===== src/rtl/id_ex_stage_pkg.sv =====
// Shared decode constants and types for the ID/EX stage.
// Optional feature macro used by this slice: ID_WB_BYPASS_EN (regfile write-through).
package id_ex_stage_pkg;

  localparam int unsigned XLEN = 32;

  // RV32I major opcodes handled by the decoder
  localparam logic [6:0] OPC_OP     = 7'b0110011;
  localparam logic [6:0] OPC_OP_IMM = 7'b0010011;
  localparam logic [6:0] OPC_LUI    = 7'b0110111;
  localparam logic [6:0] OPC_AUIPC  = 7'b0010111;

  // ALU function codes: bit3 = negate/arith, bits[2:0] = funct3
  localparam logic [3:0] FN_ADD  = 4'b0000;
  localparam logic [3:0] FN_SLL  = 4'b0001;
  localparam logic [3:0] FN_SLT  = 4'b0010;
  localparam logic [3:0] FN_SLTU = 4'b0011;
  localparam logic [3:0] FN_XOR  = 4'b0100;
  localparam logic [3:0] FN_SRL  = 4'b0101;
  localparam logic [3:0] FN_OR   = 4'b0110;
  localparam logic [3:0] FN_AND  = 4'b0111;
  localparam logic [3:0] FN_SUB  = 4'b1000;
  localparam logic [3:0] FN_SRA  = 4'b1101;

  localparam logic [2:0] F3_SR   = 3'b101;

  // Payload carried from ID into EX
  typedef struct packed {
    logic            valid;
    logic [XLEN-1:0] lhs;
    logic [XLEN-1:0] rhs;
    logic [3:0]      funct;
    logic [4:0]      rd;
    logic            rf_we;
    logic [XLEN-1:0] pc;
    logic            illegal;
  } id_ex_t;

  // Sign-extend a 12-bit I-type immediate
  function automatic logic [XLEN-1:0] sext12(input logic [11:0] imm);
    return {{(XLEN-12){imm[11]}}, imm};
  endfunction

  // Place a 20-bit U-type immediate in the upper bits
  function automatic logic [XLEN-1:0] uimm(input logic [19:0] imm);
    return {imm, 12'b0};
  endfunction

endpackage


===== src/rtl/id_regfile.sv =====
// Architectural register file: 32 x XLEN, two combinational read ports,
// one write port, synchronous active-high reset, x0 hardwired to zero.
// ID_WB_BYPASS_EN: when defined, a read of the register being written in the
// same cycle returns the incoming write data instead of the stored value.
module id_regfile
  import id_ex_stage_pkg::*;
(
  input  logic            clk,
  input  logic            reset,
  input  logic [4:0]      rs1_addr,
  input  logic [4:0]      rs2_addr,
  output logic [XLEN-1:0] rs1_data,
  output logic [XLEN-1:0] rs2_data,
  input  logic            we,
  input  logic [4:0]      rd_addr,
  input  logic [XLEN-1:0] wr_data
);

  logic [XLEN-1:0] regs [32];

  // Clear all registers on reset; otherwise write any register except x0
  always_ff @(posedge clk) begin
    if (reset) begin
      for (int unsigned i = 0; i < 32; i++) begin
        regs[i] <= '0;
      end
    end else if (we && (rd_addr != 5'd0)) begin
      regs[rd_addr] <= wr_data;
    end
  end

  // Combinational reads with x0 forced to zero and optional write-through
  always_comb begin
    rs1_data = (rs1_addr == 5'd0) ? '0 : regs[rs1_addr];
    rs2_data = (rs2_addr == 5'd0) ? '0 : regs[rs2_addr];
`ifdef ID_WB_BYPASS_EN
    if (we && (rd_addr != 5'd0) && (rd_addr == rs1_addr)) begin
      rs1_data = wr_data;
    end
    if (we && (rd_addr != 5'd0) && (rd_addr == rs2_addr)) begin
      rs2_data = wr_data;
    end
`endif
  end

endmodule


===== src/rtl/id_ex_stage.sv =====
// Decode stage plus ID/EX pipeline register for an RV32I integer pipe.
// Decodes OP, OP-IMM, LUI and AUIPC into ALU operands, funct code and
// writeback control; anything else is flagged illegal.
// Optional feature macro: ID_WB_BYPASS_EN (regfile write-through, in id_regfile).
module id_ex_stage #(
  parameter int unsigned XLEN     = 32,
  parameter logic [31:0] RESET_PC = 32'h0000_0000
) (
  input  logic            clk,
  input  logic            reset,
  input  logic            if_valid,
  input  logic [31:0]     if_instr,
  input  logic [XLEN-1:0] if_pc,
  output logic            id_ready,
  input  logic            stall,
  input  logic            flush,
  input  logic            wb_we,
  input  logic [4:0]      wb_rd,
  input  logic [XLEN-1:0] wb_data,
  output logic            ex_valid,
  output logic [XLEN-1:0] ex_lhs,
  output logic [XLEN-1:0] ex_rhs,
  output logic [3:0]      ex_funct,
  output logic [4:0]      ex_rd,
  output logic            ex_rf_we,
  output logic [XLEN-1:0] ex_pc,
  output logic            ex_illegal
);

  import id_ex_stage_pkg::*;

  logic [6:0]      opcode;
  logic [4:0]      rs1;
  logic [4:0]      rs2;
  logic [4:0]      rd;
  logic [2:0]      funct3;
  logic [XLEN-1:0] rs1_data;
  logic [XLEN-1:0] rs2_data;
  id_ex_t          dec;
  id_ex_t          ex_q;

  assign opcode = if_instr[6:0];
  assign rd     = if_instr[11:7];
  assign funct3 = if_instr[14:12];
  assign rs1    = if_instr[19:15];
  assign rs2    = if_instr[24:20];

  assign id_ready = !stall;

  id_regfile u_regfile (
    .clk      (clk),
    .reset    (reset),
    .rs1_addr (rs1),
    .rs2_addr (rs2),
    .rs1_data (rs1_data),
    .rs2_data (rs2_data),
    .we       (wb_we),
    .rd_addr  (wb_rd),
    .wr_data  (wb_data)
  );

  // Decode the presented instruction into the EX payload
  always_comb begin
    dec         = '0;
    dec.valid   = if_valid;
    dec.rd      = rd;
    dec.pc      = if_pc;
    dec.funct   = FN_ADD;
    unique case (opcode)
      OPC_OP: begin
        dec.lhs   = rs1_data;
        dec.rhs   = rs2_data;
        dec.funct = {if_instr[30], funct3};
        dec.rf_we = if_valid && (rd != 5'd0);
      end
      OPC_OP_IMM: begin
        // instr[30] is immediate data except for SRAI, so ADDI never subtracts
        dec.lhs   = rs1_data;
        dec.rhs   = sext12(if_instr[31:20]);
        dec.funct = {(funct3 == F3_SR) && if_instr[30], funct3};
        dec.rf_we = if_valid && (rd != 5'd0);
      end
      OPC_LUI: begin
        dec.lhs   = '0;
        dec.rhs   = uimm(if_instr[31:12]);
        dec.rf_we = if_valid && (rd != 5'd0);
      end
      OPC_AUIPC: begin
        dec.lhs   = if_pc;
        dec.rhs   = uimm(if_instr[31:12]);
        dec.rf_we = if_valid && (rd != 5'd0);
      end
      default: begin
        // bubbles carry no exception, only real instructions can be illegal
        dec.illegal = if_valid;
        dec.rf_we   = 1'b0;
      end
    endcase
  end

  // ID/EX register: reset > flush > stall > capture
  always_ff @(posedge clk) begin
    if (reset) begin
      ex_q    <= '0;
      ex_q.pc <= RESET_PC;
    end else if (flush) begin
      ex_q         <= dec;
      ex_q.valid   <= 1'b0;
      ex_q.rf_we   <= 1'b0;
      ex_q.illegal <= 1'b0;
    end else if (!stall) begin
      ex_q <= dec;
    end
  end

  assign ex_valid   = ex_q.valid;
  assign ex_lhs     = ex_q.lhs;
  assign ex_rhs     = ex_q.rhs;
  assign ex_funct   = ex_q.funct;
  assign ex_rd      = ex_q.rd;
  assign ex_rf_we   = ex_q.rf_we;
  assign ex_pc      = ex_q.pc;
  assign ex_illegal = ex_q.illegal;

endmodule


===== config.mk =====
export PLATFORM = sky130hd
export DESIGN_NAME = id_ex_stage
export DESIGN_NICKNAME = d
export VERILOG_FILES = /design/src/rtl/id_ex_stage_pkg.sv /design/src/rtl/id_regfile.sv /design/src/rtl/id_ex_stage.sv
export SDC_FILE = /design/constraint.sdc
export NUM_CORES = 2
export LEC_CHECK = 0
export ABC_AREA = 1
export CORE_UTILIZATION = 42
export DETAILED_ROUTE_END_ITERATION = 12
export PLACE_DENSITY_LB_ADDON = 0.1
export SLEW_MARGIN = 0
export SYNTH_ARGS = -nofsm -noshare
export SYNTH_HDL_FRONTEND = slang
export SYNTH_SLANG_ARGS = --single-unit

===== constraint.sdc =====
create_clock -name clk -period 2.64 [get_ports clk]
set_clock_uncertainty 0.15 [all_clocks]
set_input_delay 0.528 -clock clk [delete_from_list [all_inputs] [get_ports clk]]
set_output_delay 0.528 -clock clk [all_outputs]
set_load 0.05 [all_outputs]

==> results.py <==
metrics = {
    "status": {
        "outcome": "complete, no violations",
    },
    "worst_setup_path": {
        "endpoint_kind": "output port",
        "cp.required_ns": 1.96,
        "path_buf_inv": 1,
        "crit_path_max_fanout": 2,
        "critPathMaxStageDelay_ns": 0.80,
        "critPathLaunchType": "register",
        "cp_cell_sequence": "clkdlybuf4s50_1",
        "path_delay_family": "buffers and inverters",
        "critical_path_class": "register to output port",
        "cp_slowest_cell": "clkdlybuf4s50_1",
        "critPathArrivalTime_ns": 1.91,
    },
    "placement": {
        "place_ws_ns": -0.506,
        "hpwl_um": 179000,
        "gp_congestion": 0.934,
        "placed_cell_area_um2": 72200,
        "place_inst": 10400,
        "port_buffers": 215,
    },
    "detailed_routing": {
        "drt-total-wl_um": 260000,
        "drtAntennaViolNets": 0,
        "drt-initial-drc-count": 7927,
        "drc_errors": 0,
        "firstDrtPassIters": 6,
        "via_count": 59600,
        "vias_per_cell": 5.62,
        "wire_per_inst_um": 24.5,
    },
    "power_and_ir_drop": {
        "clkPwrFrac_pct": 40.3,
        "p_comb_share_pct": 15.1,
        "p_int_mw": 34.0,
        "peakVddDrop_uv": 732,
        "cellLeakagePower_nw": 34.0,
        "switching_power_mw": 13.0,
        "switching_share_pct": 27.7,
        "seqPwrFrac_pct": 44.6,
        "total_power_mw": 47.0,
        "power_density_nw_per_um2": 615,
    },
    "global_route": {
        "grt_overflow": 0,
        "grt_max_degree": 98,
        "grt_pass1_vias": 55500,
        "antenna_found_initial": 5,
        "gr-usage-all-layers_pct": 34.0,
        "grt_pass1_wl_um": 377000,
    },
    "sta": {
        "slew_headroom_pct": 49.7,
        "hold_viol": 0,
        "finalSetupTns_ns": 0,
        "post-route-min-period_ns": 2.59,
        "timing.hold.ws_ns": 0.179,
        "min_period_over_period_pct": 98.0,
        "layout_setup_ws_ns": 0.0531,
        "rsz0062_at_grt": "false",
        "finalSetupViolCount": 0,
        "max_slew.worst_pin.slew_ns": 0.750,
        "max_freq_ghz": 0.387,
        "final_max_slew_viol_count": 0,
    },
    "synth": {
        "synth-async-reset-ratio_pct": 0,
        "syn_inst": 8207,
        "synth_edf_count": 1024,
        "yosysWarnings": 0,
        "yosysSeqAreaShare_pct": 52.6,
        "yosysTopAreaCell": "edfxtp_1",
        "synthDistinctLibCells": 30,
        "synth_top_area_share_pct": 49.1,
        "syn-cell-area_um2": 62600,
        "synth_top_flop_cell": "edfxtp_1",
        "synth_area_leaders": "edfxtp_1 49%, nand2_1 17%, nand3_1 11%",
        "ys_ff_latch": 1132,
        "syn_area_per_cell_um2": 7.62,
        "synth_common_cells": "2,890 x nand2_1, 1,365 x nand3_1, 1,250 x nor2_1",
        "synth_most_common_cell": "nand2_1",
    },
    "floorplan": {
        "num_rows": 141,
        "ioPinCount": 216,
        "design.die.area_um2": 151000,
        "core-area_um2": 148000,
        "start_util_pct": 42.3,
        "die_w_um": 388,
        "die-height_um": 388,
    },
    "clocking": {
        "postCtsSetupBuffers": 0,
        "cts.sinks": 1132,
        "cts_root_buffer": "clkbuf_16",
        "tritoncts": "yes",
        "cts_max_level": 4,
        "path_clk_slew_ns": 0.06,
        "clockBufferDepth": 3,
        "cts_buffers": 134,
        "clk_latency_ns": 0.79,
    },
    "finish": {
        "seqCellArea_um2": 32900,
        "final_nets": 8675,
        "synthToLayoutAreaGrowth_pct": 22.2,
        "final_util_pct": 51.7,
        "multiInputGateArea_um2": 24800,
        "drive_gt1_share_pct": 10.9,
        "num-fill-cells": 14000,
        "stdcell_area_um2": 76500,
        "stdcell_count": 10600,
    },
    "job": {
        "max-cap-violations": 0,
    },
    "hold_path": {
        "worstHoldPathType": "primary input to register",
    },
}
## timing repair
action | in CTS | in global routing
endpoints found under the hold margin | 0 | 0
gates resized for setup | 89 | 1
hold buffers | 0 | 0
pin swaps | 0 | 0
endpoints found under the setup margin | 89 | 1
## path summary, 6_finish.rpt
| path | start | slack, ns | cells after the start | end |
|---|---|---|---|---|
| min | if_instr[8] | 0.18 | 3 | ex_rd[1] |
| max | ex_lhs[15] | 0.05 | 1 | ex_lhs[15] |
| max reg2reg | u_regfile.regs[28][30] | 0.30 | 11 | ex_lhs[30] |
| min reg2reg | ex_rhs[28] | 0.31 | 2 | ex_rhs[28] |
## cell families (layout without fill, tap and decap cells)
kind of cell    after synthesis  after routing  share of synthesized area, %
simple gates               5526           5526                          36.0
buf+inv                    1181           1618                          8.21
flops                      1132           1132                          52.6
compound gates              367            367                          3.20
other cells                   1             34                       0.00599
## power by group through the flow
| stage | registers, mW | logic [mW] | clock network [mW] |
|---|---|---|---|
| final | 21.0 | 7.09 | 18.9 |
| after detailed placement | 21.3 | 6.98 | 0 |
| after global routing | 21.1 | 7.56 | 19.7 |
| after global placement | 21.3 | 6.94 | 0 |
| after CTS | 21.0 | 6.99 | 19.1 |
| after floorplan | 21.3 | 3.48 | 0 |
## final cells by class
type	count	share of cell area, %
clock buffer	171	4.82
multi-input combinational	5925	32.5
clock inverter	72	0.900
timing repair buffer	869	13.1
inverter	506	2.54
tap	1930	3.16
sequential	1132	43.0
antenna	2	0.00655
## metal layers
metal | vias up | part of all wire (%) | track usage, % | wire (um)
li1 | 27200 | - | - | -
met1 | 28300 | 40 | 46.1 | 105000
met2 | 3483 | 44 | 51.3 | 114000
met3 | 599 | 9.7 | 5.57 | 25300
met4 | 6 | 6.3 | 19.8 | 16400
met5 | - | 0.025 | 0 | 66
## cells in the final DEF, fill, tap and decap left out, types with 8 or more instances in the layout
cell             netlist  final
dlygate4sd2_1          0     89
o211ai_1              58     58
buf_12                 0    243
nand3_1             1365   1365
o21ai_0              181    181
nand2_1             2890   2828
clkbuf_1             262     25
clkdlybuf4s50_1        0    113
edfxtp_1            1024   1024
conb_1                 1     32
inv_1                502    496
o21ai_1               11     11
nand2_2                0     62
buf_4                 24    414
clkbuf_16              0    141
nor3_1                 9      8
dfxtp_1              108    108
bufinv_16              0     13
nor2_1              1250   1250
clkinv_2               0     23
clkinv_1               1     26
a21oi_1              113    113
## sequential cells by signal, summed over array words and instances, names as in the netlist
register	count
ex_funct	4
ex_illegal	1
ex_lhs	32
ex_pc	32
ex_rd	5
ex_rf_we	1
ex_rhs	32
ex_valid	1
u_regfile.regs	1024
(Power assumes the default switching activity.)
